**src/rtl/ex_fwd_ctrl.sv**
```systemverilog
// rtl/ex_fwd_ctrl.sv - EX-stage operand forwarding selects and load-use stall control
// Tracks MEM/WB destinations, registers per-operand forwarding decisions, counts stall cycles.
module ex_fwd_ctrl #(
   parameter int REG_ADDR_W = 5,
   parameter int CNT_W      = 16
) (
   input  logic                  clk,
   input  logic                  rst_n,
   input  logic                  en,
   input  logic [REG_ADDR_W-1:0] id_rs,
   input  logic [REG_ADDR_W-1:0] id_rt,
   input  logic [REG_ADDR_W-1:0] ex_dst,
   input  logic                  ex_regwrite,
   input  logic                  ex_memread,
   output logic [1:0]            fwd_a_sel,
   output logic [1:0]            fwd_b_sel,
   output logic                  stall,
   output logic [REG_ADDR_W-1:0] mem_dst,
   output logic                  mem_regwrite,
   output logic [REG_ADDR_W-1:0] wb_dst,
   output logic                  wb_regwrite,
   output logic [CNT_W-1:0]      stall_cnt
);

   localparam logic [1:0] SEL_RF  = 2'b00;
   localparam logic [1:0] SEL_EXM = 2'b10;
   localparam logic [1:0] SEL_MWB = 2'b01;

   logic [1:0]            fwd_a_sel_q, fwd_a_sel_d;
   logic [1:0]            fwd_b_sel_q, fwd_b_sel_d;
   logic [REG_ADDR_W-1:0] mem_dst_q, mem_dst_d;
   logic                  mem_regwrite_q, mem_regwrite_d;
   logic [REG_ADDR_W-1:0] wb_dst_q, wb_dst_d;
   logic                  wb_regwrite_q, wb_regwrite_d;
   logic [CNT_W-1:0]      stall_cnt_q, stall_cnt_d;
   logic                  stall_c;
   logic [1:0]            dec_a, dec_b;

   function automatic logic [1:0] fwd_decide(
      input logic [REG_ADDR_W-1:0] src,
      input logic [REG_ADDR_W-1:0] e_dst,
      input logic                  e_rw,
      input logic [REG_ADDR_W-1:0] m_dst,
      input logic                  m_rw
   );
      logic [1:0] sel;
      sel = SEL_RF;
      // The EX-stage producer is the youngest write, so it wins over MEM.
      if (src != '0 && e_rw && e_dst == src) begin
         sel = SEL_EXM;
      end else if (src != '0 && m_rw && m_dst == src) begin
         sel = SEL_MWB;
      end
      return sel;
   endfunction

   always_comb begin
      stall_c = ex_memread && ex_regwrite && (ex_dst != '0) &&
                ((ex_dst == id_rs) || (ex_dst == id_rt));
      dec_a   = fwd_decide(id_rs, ex_dst, ex_regwrite, mem_dst_q, mem_regwrite_q);
      dec_b   = fwd_decide(id_rt, ex_dst, ex_regwrite, mem_dst_q, mem_regwrite_q);

      fwd_a_sel_d    = fwd_a_sel_q;
      fwd_b_sel_d    = fwd_b_sel_q;
      mem_dst_d      = mem_dst_q;
      mem_regwrite_d = mem_regwrite_q;
      wb_dst_d       = wb_dst_q;
      wb_regwrite_d  = wb_regwrite_q;
      stall_cnt_d    = stall_cnt_q;

      if (en) begin
         mem_dst_d      = ex_dst;
         mem_regwrite_d = ex_regwrite;
         wb_dst_d       = mem_dst_q;
         wb_regwrite_d  = mem_regwrite_q;
         // A stalled cycle sends a bubble into EX, which needs no forwarding.
         fwd_a_sel_d    = stall_c ? SEL_RF : dec_a;
         fwd_b_sel_d    = stall_c ? SEL_RF : dec_b;
         if (stall_c && stall_cnt_q != '1) begin
            stall_cnt_d = stall_cnt_q + 1'b1;
         end
      end
   end

   always_ff @(posedge clk or negedge rst_n) begin
      if (!rst_n) begin
         fwd_a_sel_q    <= SEL_RF;
         fwd_b_sel_q    <= SEL_RF;
         mem_dst_q      <= '0;
         mem_regwrite_q <= 1'b0;
         wb_dst_q       <= '0;
         wb_regwrite_q  <= 1'b0;
         stall_cnt_q    <= '0;
      end else begin
         fwd_a_sel_q    <= fwd_a_sel_d;
         fwd_b_sel_q    <= fwd_b_sel_d;
         mem_dst_q      <= mem_dst_d;
         mem_regwrite_q <= mem_regwrite_d;
         wb_dst_q       <= wb_dst_d;
         wb_regwrite_q  <= wb_regwrite_d;
         stall_cnt_q    <= stall_cnt_d;
      end
   end

   assign fwd_a_sel    = fwd_a_sel_q;
   assign fwd_b_sel    = fwd_b_sel_q;
   assign stall        = stall_c;
   assign mem_dst      = mem_dst_q;
   assign mem_regwrite = mem_regwrite_q;
   assign wb_dst       = wb_dst_q;
   assign wb_regwrite  = wb_regwrite_q;
   assign stall_cnt    = stall_cnt_q;

endmodule

```
**config.mk**
```make
export PLATFORM = sky130hd
export DESIGN_NAME = ex_fwd_ctrl
export DESIGN_NICKNAME = d
export VERILOG_FILES = /design/src/rtl/ex_fwd_ctrl.sv
export SDC_FILE = /design/constraint.sdc
export NUM_CORES = 1
export LEC_CHECK = 0
export ABC_AREA = 1
export CAP_MARGIN = 10
export CORE_ASPECT_RATIO = 0.6
export CORE_MARGIN = 2
export CORE_UTILIZATION = 44
export DETAILED_ROUTE_END_ITERATION = 12
export PLACE_DENSITY = 0.76
export SKIP_CTS_REPAIR_TIMING = 1
export SYNTH_ARGS = -nofsm -noshare
export SYNTH_HDL_FRONTEND = slang
export SYNTH_SLANG_ARGS = --single-unit
```
**constraint.sdc**
```tcl
create_clock -name clk -period 1.5 [get_ports clk]
set_clock_uncertainty 0.05 [all_clocks]
set_input_delay 0.3 -clock clk [delete_from_list [all_inputs] [get_ports clk]]
set_output_delay 0.3 -clock clk [all_outputs]
set_load 0.05 [all_outputs]
```
==> reports/results.tsv, run 1 <==
stage	metric	value	unit
status	status	finished, violations left	
min_path	Hold Path Depth	3	
sta	setup ws final	-70.0	ps
placed_design	Post-DP HPWL	5060	µm
critical_path	Worst EP arrival	1220	ps
min_path	Hold Crit Endpoint	mem_dst[1]	
placed_design	Place WS	-638	ps
sta	Slew HR	0.763	
synthesis	Syn Nets	305	
synthesis	simple-gate area share of the yosys netlist	0.400	
finish	non-filler cells, final	458	
routing	DR vias	2274	
routing	DRC viols	0	
routing	ANT nets after route	0	
finish	most frequent cells in the layout	97 x nand2_1, 56 x buf_4, 35 x buf_12, 28 x inv_1, 21 x nor2_1	
finish	ANT cells	0	
routing	WL final	6450	µm
status	failing checks	setup timing	
power_and_ir_drop	VDD IR max	0.000763	V
critical_path	Critical Path Start Type	input port	
synthesis	Synthesis Warnings	0	
floorplanning	Die ar.	5260	µm²
critical_path	CP endpoint kind	output pin	
global_route	vias in the first global route	2124	
floorplanning	Rows	19	
cts	Root Driver	clkbuf_8	
cts	Worst-Skew Late Latency	290	ps
routing	drt initial violations	114	
sta	final setup fails	17	
run	Max Cap Viol	0	
cts	TritonCTS clock tree	built	
critical_path	CP max stage cell	clkdlybuf4s50_1	
critical_path	Critical R2R Launch	stall_cnt[1]	
global_route	initial antenna violation count	0	
synthesis	adder and majority cell fraction of the synthesized area	0.00608	
placed_design	Port Buffers	52	
cts	clock-pin slew of the registers on the worst-case setup and hold paths	60	ps
sta	Hold Fails Final Rpt	0	
sta	f_max	0.637	GHz
routing	DR pass1 iterations	5	
finish	Finished Core Util	0.777	
sta	fin crit share	1.05	
cts	CTS H-tree lvls	2	
cts	clk sinks	32	
finish	NumNets Final	415	
synthesis	Gate Count Post-Synth	284	
synthesis	Synth Area in XOR/XNOR	0.0723	
synthesis	Synth Area per Inst	7.25	µm²
sta	RSZ-0062 raised after global routing	true	
min_path	Worst Min Path Start	ex_dst[1]	
critical_path	Worst R2R Path Depth	8	
cts	TritonCTS buffer count	5	
critical_path	worst-path maximum fanout	2	
synthesis	Seq/Total Area, Yosys	0.389	
critical_path	Crit Path Class	in -> out	
finish	commonest non-fill, non-tap cell in the layout	nand2_1	
synthesis	Synth Area in Compound Gates	0.0462	
sta	Worst Max-Slew Pin Slew	352	ps
global_route	Remaining Overflow, GRT	0	
min_path	Min-Delay Path Class	in -> reg	
placed_design	placed insts	446	
synthesis	post-synthesis mux area share	0	
global_route	largest net degree at the start of global routing	33	
floorplanning	initial core utilization	0.453	
global_route	Tot GR Track Use	0.260	
critical_path	Crit path max-delay family	buffers and inverters	
placed_design	GP Congestion	0.945	
routing	drt wl/cell	14.1	µm
critical_path	buffers and inverters on the worst path	4	
synthesis	Synth Cell Area	2060	µm²
floorplanning	DIE HEIGHT	57.0	µm
synthesis	main combinational cell family by area after synthesis	simple AND/OR/NAND/NOR gates	
floorplanning	Die W	92.3	µm
routing	vias per inst	4.97	
critical_path	Max stage delay on crit path	470	ps
finish	layout cells sized above 1	0.418	
floorplanning	core area	4540	µm²
power_and_ir_drop	Lkg Pwr	0.00178	µW
synthesis	Distinct cells, synth	27	
floorplanning	I/O pin count	53	
power_and_ir_drop	Cell Pwr Density	707	nW/µm²
critical_path	worst reg2reg path endpoint	stall_cnt[15]	
critical_path	WP data required	1150	ps
critical_path	critical-path cell list	clkdlybuf4s50_1 > nand3_2 > inv_2 > nand2_4 > clkinvlp_4 > buf_12	
cts	Clock Path Buffers	2	
finish	area grow syn2layout	71.5	%
sta	Final min period	1570	ps
critical_path	r2r setup slk	-60	ps
global_route	global-route wire length before repair	10600	µm
synthesis	synthesis-stage register bit count	32	
sta	setup TNS	-384	ps
sta	Slew Viols, Final	0	
## registers in the layout, indices dropped and copies added (netlist names)
signal and cells:
stall_cnt 16, mem_dst 5, wb_dst 5, fwd_a_sel 2
fwd_b_sel 2, mem_regwrite 1, wb_regwrite 1
## per-layer routing
layer	wire length, µm	part of all wire	up-vias	GRT usage
li1	-	-	1102	-
met4	57	0.0088	0	0.0576
met2	2760	0.43	107	0.362
met5	0	0	-	0
met1	3010	0.47	1056	0.398
met3	615	0.095	9	0.0793
## how the worst max path moves through the flow
| stage | start | to | slack [ps] | cells after the start |
|---|---|---|---|---|
| 2_1_floorplan | stall_cnt[0] | stall_cnt[11] | -230 | 9 |
| 3_3_place_gp | ex_dst[2] | stall | -610 | 10 |
| 3_5_place_dp | ex_dst[2] | stall | -640 | 10 |
| 4_1_cts | ex_dst[2] | stall | -640 | 10 |
| 5_1_grt | id_rt[1] | stall | -140 | 10 |
| 6_report | ex_memread | stall | -70 | 6 |
## layout make-up
cell class                 instances  area (µm²)
timing repair buffer             108        1260
multi-input combinational        210        1150
fill                             308        1010
sequential                        32         818
inverter                          37         143
tap                               63        78.8
clock buffer                       7        76.3
clock inverter                     1        5.00
## per-stage QoR
stage,cell area (µm²),hold WS [ps],power (µW)
after floorplan,2100,-45.6,1360
after global placement,3410,474,1840
after detailed placement,3410,486,1850
after CTS,3490,333,2490
after global routing,3530,234,2620
final,3530,211,2500
## tightest hold or removal path: cells and delay by family
family	cells	cell delay, ps
AOI/OAI and AO/OA	1	70
and+or+nand+nor	1	40
buffers and inverters	1	90
## power by group
group / total [µW] / switching [µW] / internal [µW]
Sequential: 991 / 72.3 / 919
Clock: 643 / 317 / 325
Combinational: 861 / 456 / 405
## cells in the mapped netlist
library cell | n | area share
nand3_2 | 3 | 0.015
nand2_1 | 101 | 0.18
buf_12 | 1 | 0.0097
nand4_4 | 1 | 0.010
nand2_2 | 10 | 0.030
nor2_4 | 1 | 0.0055
nor3_2 | 1 | 0.0049
o21ai_0 | 14 | 0.034
nand4_1 | 6 | 0.018
dfrtp_1 | 32 | 0.39
nor2_2 | 3 | 0.0091
nand3_1 | 11 | 0.027
nand4_2 | 1 | 0.0061
xnor2_1 | 6 | 0.026
nor2_1 | 23 | 0.042
nor2_8 | 1 | 0.0097
ha_1 | 1 | 0.0061
nand2_4 | 1 | 0.0055
inv_2 | 4 | 0.0073
clkbuf_1 | 3 | 0.0055
o22ai_1 | 4 | 0.012
nand3_4 | 1 | 0.0085
buf_4 | 1 | 0.0036
nor3_1 | 10 | 0.024
inv_1 | 32 | 0.058
clkinv_1 | 1 | 0.0018
xor2_1 | 11 | 0.047
## cells by family (layout without fill, tap and decap cells)
kind of cell | after synthesis | after routing
flops | 32 | 32
xor+xnor | 17 | 17
simple gates | 174 | 174
buf+inv | 42 | 153
compound gates | 18 | 18
fa+ha+maj | 1 | 1
No activity file was read; power rests on OpenSTA's default activity.
==> run 2, diff against run 1 <==
--- a/config.mk
+++ b/config.mk
@@ -8,10 +8,11 @@
 export ABC_AREA = 1
 export CAP_MARGIN = 10
 export CORE_ASPECT_RATIO = 0.6
-export CORE_MARGIN = 2
-export CORE_UTILIZATION = 44
+export CORE_MARGIN = 1.5
+export CORE_UTILIZATION = 46
+export CTS_BUF_LIST = sky130_fd_sc_hd__clkbuf_4 sky130_fd_sc_hd__clkbuf_8
 export DETAILED_ROUTE_END_ITERATION = 12
-export PLACE_DENSITY = 0.76
+export PLACE_DENSITY = 0.79
 export SKIP_CTS_REPAIR_TIMING = 1
 export SYNTH_ARGS = -nofsm -noshare
 export SYNTH_HDL_FRONTEND = slang
==> reports/results.tsv, run 2 (same netlist as run 1, synthesis figures left out) <==
stage	metric	value	unit	change
floorplanning	initial core utilization	0.491		+0.0380
routing	DRC viols	0		unchanged
sta	RSZ-0062 raised after global routing	true		
cts	TritonCTS buffer count	5		unchanged
critical_path	CP max stage cell	dfrtp_2		
finish	ANT cells	0		unchanged
run	Max Cap Viol	0		unchanged
power_and_ir_drop	Sw Pwr	880	µW	+4.0%
cts	Root Driver	clkbuf_8		
placed_design	Post-DP HPWL	5700	µm	+13%
floorplanning	DIE HEIGHT	54.8	µm	-3.8%
routing	ANT nets after route	0		unchanged
cts	Clock Path Buffers	2		unchanged
global_route	Tot GR Track Use	0.316		+0.0559
critical_path	CP endpoint kind	flip-flop		
global_route	global-route wire length before repair	11000	µm	+4.4%
routing	drt wl/cell	17.5	µm	+24%
global_route	Remaining Overflow, GRT	0		unchanged
placed_design	Port Buffers	52		unchanged
power_and_ir_drop	switching share of power	0.335		-0.00409
critical_path	critical-path cell list	ha_4 > nand3_4 > nor2_4 > nand4_4 > nand3_4 > nor2_4 > nand2_2 > nand2_1		
status	status	finished, violations left		
global_route	largest net degree at the start of global routing	33		unchanged
power_and_ir_drop	Comb power frac	0.348		+0.003
sta	setup TNS	-1410	ps	-1030 ps
critical_path	Crit Path Class	reg -> reg		
sta	Worst Max-Slew Pin Slew	319	ps	-33.0 ps
cts	Worst-Skew Late Latency	290	ps	about the same
critical_path	Max stage delay on crit path	430	ps	-40 ps
critical_path	worst-path maximum fanout	7		+5
cts	CTS H-tree lvls	2		unchanged
sta	f_max	0.620	GHz	-2.7%
critical_path	WP data required	1670	ps	+520 ps
critical_path	Worst EP arrival	1790	ps	+570 ps
floorplanning	Die W	89.4	µm	-3.2%
routing	DR vias	2478		+9.0%
power_and_ir_drop	Cell Pwr Density	726	nW/µm²	+2.6%
power_and_ir_drop	clock share of power	0.276		+0.018
sta	Slew Viols, Final	0		unchanged
cts	clk sinks	32		unchanged
global_route	initial antenna violation count	0		unchanged
placed_design	GP Congestion	0.943		-0.15%
sta	Slew HR	0.786		+0.0228
routing	vias per inst	5.41		+9.0%
routing	DR pass1 iterations	5		unchanged
power_and_ir_drop	Tot Pwr	2630	µW	+5.3%
sta	Hold Fails Final Rpt	0		unchanged
power_and_ir_drop	Lkg Pwr	0.00182	µW	+2.0%
floorplanning	core area	4190	µm²	-7.7%
power_and_ir_drop	sequential power share	0.376		-0.021
power_and_ir_drop	VDD IR max	0.000912	V	+19%
finish	NumNets Final	419		+0.96%
status	failing checks	setup timing		
routing	drt initial violations	279		+140%
finish	area grow syn2layout	75.9	%	
sta	final setup fails	18		+1
floorplanning	Rows	18		-1
critical_path	Critical Path Start Type	flip-flop		
finish	commonest non-fill, non-tap cell in the layout	nand2_1		
min_path	Min-Delay Path Class	in -> reg		
sta	Final min period	1610	ps	+43.7 ps
floorplanning	Die ar.	4900	µm²	-6.9%
cts	clock-pin slew of the registers on the worst-case setup and hold paths	70	ps	about the same
floorplanning	I/O pin count	53		unchanged
critical_path	r2r setup slk	-110	ps	-50 ps
sta	setup ws final	-114	ps	-43.7 ps
finish	layout cells sized above 1	0.452		+0.0345
sta	fin crit share	1.08		+0.0292
cts	TritonCTS clock tree	built		
power_and_ir_drop	Internal	1750	µW	+6.0%
finish	Finished Core Util	0.864		+0.0870
routing	WL final	8010	µm	+24%
global_route	vias in the first global route	2227		+4.8%
finish	max FFs per register	16		unchanged
finish	Filler Cells Inserted	227		-26%
finish	most frequent cells in the layout	89 x nand2_1, 59 x buf_4, 35 x buf_12, 28 x inv_1, 21 x nand2_2		
==> run 2: cell types whose count changed in the layout (fill, tap and decap cells not counted), sizes merged <==
cell      previous run  this run
clkinvlp             1         2
nor2                28        29
clkbuf              14        15
clkinv               2         0
buf                 95        97
==> run 2: metal layers <==
metal | GRT usage | wire (µm) | up-vias
met3 | 0.0618 | 837 | 39
met1 | 0.452 | 3310 | 1147
met5 | 0 | 0 | -
met4 | 0.121 | 376 | 0
met2 | 0.476 | 3480 | 175
li1 | - | - | 1117
==> run 2: area by class of cell <==
type	count	area, µm²	share of cell area
Sequential cell	32	818	0.226
Timing Repair Buffer	111	1280	0.354
Multi-Input combinational cell	211	1200	0.332
Inverter	37	146	0.0404
Tap cell	60	75.1	0.0207
Clock buffer	7	96.3	0.0266
==> run 2: through the flow <==
stage	cells	setup slack (ps)	instance area, µm²	hold WS [ps]
6_report	458	-114	3620	232
5_1_grt	458	-188	3620	252
4_1_cts	451	-675	3510	335
3_5_place_dp	444	-670	3410	491
3_3_place_gp	444	-608	3410	474
2_1_floorplan	284	-230	2100	-45.6
==> run 2: worst paths after layout <==
kind,startpoint,endpoint,depth (start not counted)
setup / recovery,stall_cnt[1],stall_cnt[6],8
setup reg to reg,stall_cnt[1],stall_cnt[6],8
min in group asynchronous,rst_n,wb_regwrite,2
max in group asynchronous,rst_n,stall_cnt[1],2
hold / removal,ex_dst[0],mem_dst[0],3
hold reg to reg,wb_dst[0],wb_dst[0],2
==> run 2: worst max-delay path, delay by kind of cell, from the launching register on <==
kind	cells	cell delay, ps
fa+ha+maj	1	180
simple gates	7	900
flops	1	430
==> run 2: power groups by stage <==
stage	clock network, µW	registers, µW	logic [µW]
after CTS	728	987	873
final	726	988	914
after global routing	758	992	956
after floorplan	0	1180	183
after detailed placement	0	1000	867
after global placement	0	998	846
==> run 3, diff against run 2 <==
--- a/config.mk
+++ b/config.mk
@@ -9,10 +9,11 @@
 export CAP_MARGIN = 10
 export CORE_ASPECT_RATIO = 0.6
 export CORE_MARGIN = 1.5
-export CORE_UTILIZATION = 46
+export CORE_UTILIZATION = 59
 export CTS_BUF_LIST = sky130_fd_sc_hd__clkbuf_4 sky130_fd_sc_hd__clkbuf_8
 export DETAILED_ROUTE_END_ITERATION = 12
-export PLACE_DENSITY = 0.79
+export DONT_BUFFER_PORTS = 1
+export PLACE_DENSITY = 0.78
 export SKIP_CTS_REPAIR_TIMING = 1
 export SYNTH_ARGS = -nofsm -noshare
 export SYNTH_HDL_FRONTEND = slang
==> reports/results.tsv, run 3 (same netlist as run 1, synthesis figures left out) <==
stage	metric	value	unit	change
placed_design	GP Congestion	0.966		+2.4%
run	Max Cap Viol	0		unchanged
routing	DRC viols	0		unchanged
global_route	initial antenna violation count	0		unchanged
cts	Worst-Skew Late Latency	290	ps	about the same
floorplanning	Rows	16		-2
floorplanning	core area	3300	µm²	-21%
cts	Root Driver	clkbuf_8		
sta	final setup fails	9		-9
sta	f_max	0.657	GHz	+6.0%
global_route	Remaining Overflow, GRT	0		unchanged
global_route	largest net degree at the start of global routing	33		unchanged
routing	drt wl/cell	14.9	µm	-15%
cts	clk sinks	32		unchanged
sta	hold slack	71.9	ps	-160 ps
cts	TritonCTS clock tree	built		
finish	most frequent cells in the layout	96 x nand2_1, 49 x buf_4, 29 x inv_1, 22 x nor2_1, 18 x dfrtp_1		
finish	area grow syn2layout	32.2	%	
placed_design	placed cell area	2500	µm²	-27%
power_and_ir_drop	VDD IR max	0.000759	V	-17%
finish	non-filler cells, final	387		-16%
critical_path	Max stage delay on crit path	360	ps	-70 ps
sta	fin crit share	1.02		-0.0606
routing	WL final	5780	µm	-28%
finish	commonest non-fill, non-tap cell in the layout	nand2_1		
sta	Worst Max-Slew Pin Slew	501	ps	+182 ps
status	failing checks	setup timing		
sta	setup TNS	-90.6	ps	+1320 ps
routing	ANT nets after route	0		unchanged
placed_design	Post-DP HPWL	4190	µm	-26%
finish	ANT cells	0		unchanged
critical_path	WP data required	1680	ps	about the same
placed_design	placed insts	372		-16%
critical_path	buffers and inverters on the worst path	1		+1
sta	RSZ-0062 raised after global routing	true		
routing	vias per inst	5.25		-3.0%
critical_path	critical-path cell list	buf_4 > nand2_1 > nor2_1 > nand2_1 > nor2_1 > xor2_1 > nand2_2 > nand2_2		
finish	NumNets Final	362		-14%
routing	DR vias	2030		-18%
power_and_ir_drop	Cell Pwr Density	835	nW/µm²	+15%
placed_design	Port Buffers	0		-100%
routing	drt initial violations	219		-22%
power_and_ir_drop	Lkg Pwr	0.00142	µW	-22%
critical_path	CP endpoint kind	flip-flop		
sta	setup ws final	-22.8	ps	+90.9 ps
critical_path	Worst setup startpoint	stall_cnt[9]		
critical_path	Crit Path Class	reg -> reg		
critical_path	Critical R2R Launch	stall_cnt[9]		
min_path	Worst Min Path Start	en		
cts	CTS H-tree lvls	2		unchanged
cts	TritonCTS buffer count	5		unchanged
floorplanning	DIE HEIGHT	48.8	µm	-11%
finish	max FFs per register	16		unchanged
global_route	global-route wire length before repair	8940	µm	-19%
critical_path	Critical Path Start Type	flip-flop		
sta	Slew Viols, Final	0		unchanged
finish	layout cells sized above 1	0.336		-0.116
global_route	vias in the first global route	1851		-17%
cts	clock-pin slew of the registers on the worst-case setup and hold paths	70	ps	about the same
critical_path	Crit path max-delay family	simple AND/OR/NAND/NOR gates		
min_path	Min-Delay Path Class	in -> reg		
critical_path	Worst EP arrival	1700	ps	-90 ps
critical_path	CP max stage cell	dfrtp_2		
floorplanning	Die W	79.3	µm	-11%
floorplanning	Die ar.	3860	µm²	-21%
global_route	Tot GR Track Use	0.306		-0.0105
finish	Filler Cells Inserted	225		-0.88%
routing	DR pass1 iterations	4		-1
sta	Hold Fails Final Rpt	0		unchanged
finish	Design Area, Final	2720	µm²	-25%
critical_path	worst-path maximum fanout	3		-4
floorplanning	I/O pin count	53		unchanged
cts	Clock Path Buffers	2		unchanged
sta	Slew HR	0.666		-0.120
sta	Final min period	1520	ps	-90.9 ps
floorplanning	initial core utilization	0.623		+0.132
status	status	finished, violations left		
run 3: routing by layer:
metal / global-route usage / wire [µm] / up-vias
met4: 0.0614 / 34 / 0
met5: 0 / 0 / -
met2: 0.400 / 2360 / 96
met3: 0.111 / 662 / 4
met1: 0.477 / 2720 / 919
li1: - / - / 1011
run 3: worst paths after layout:
path,end,slack [ps],cells after the start
min in group asynchronous,fwd_a_sel[0],420,2
max in group asynchronous,stall_cnt[1],780,2
worst min-delay path,mem_dst[0],70,1
worst max register to register,stall_cnt[11],-20,8
worst min register to register,wb_regwrite,480,2
worst max-delay path,stall_cnt[11],-20,8
run 3: where the power goes:
group / internal [µW] / leakage, µW / switching (µW) / total, µW
clock network: 410 / 0.0000523 / 321 / 732
registers: 918 / 0.000402 / 131 / 1050
logic: 181 / 0.000961 / 310 / 491
total: 1510 / 0.00142 / 762 / 2270
run 3: stage by stage:
stage,worst slack [ps],utilization,total power (µW)
2_1_floorplan,-230,-,1360
3_3_place_gp,10.7,0.758,1500
3_5_place_dp,-37.6,0.758,1510
4_1_cts,-43.5,0.787,2230
5_1_grt,-85.9,0.823,2360
6_report,-22.8,0.823,2270
run 3: area by class of cell:
class,instances,area (µm²),area share
inverter,37,143,0.0524
sequential,32,818,0.301
multi-input combinational,211,1150,0.422
tap,45,56.3,0.0207
timing repair buffer,54,458,0.168
clock buffer,8,97.6,0.0359
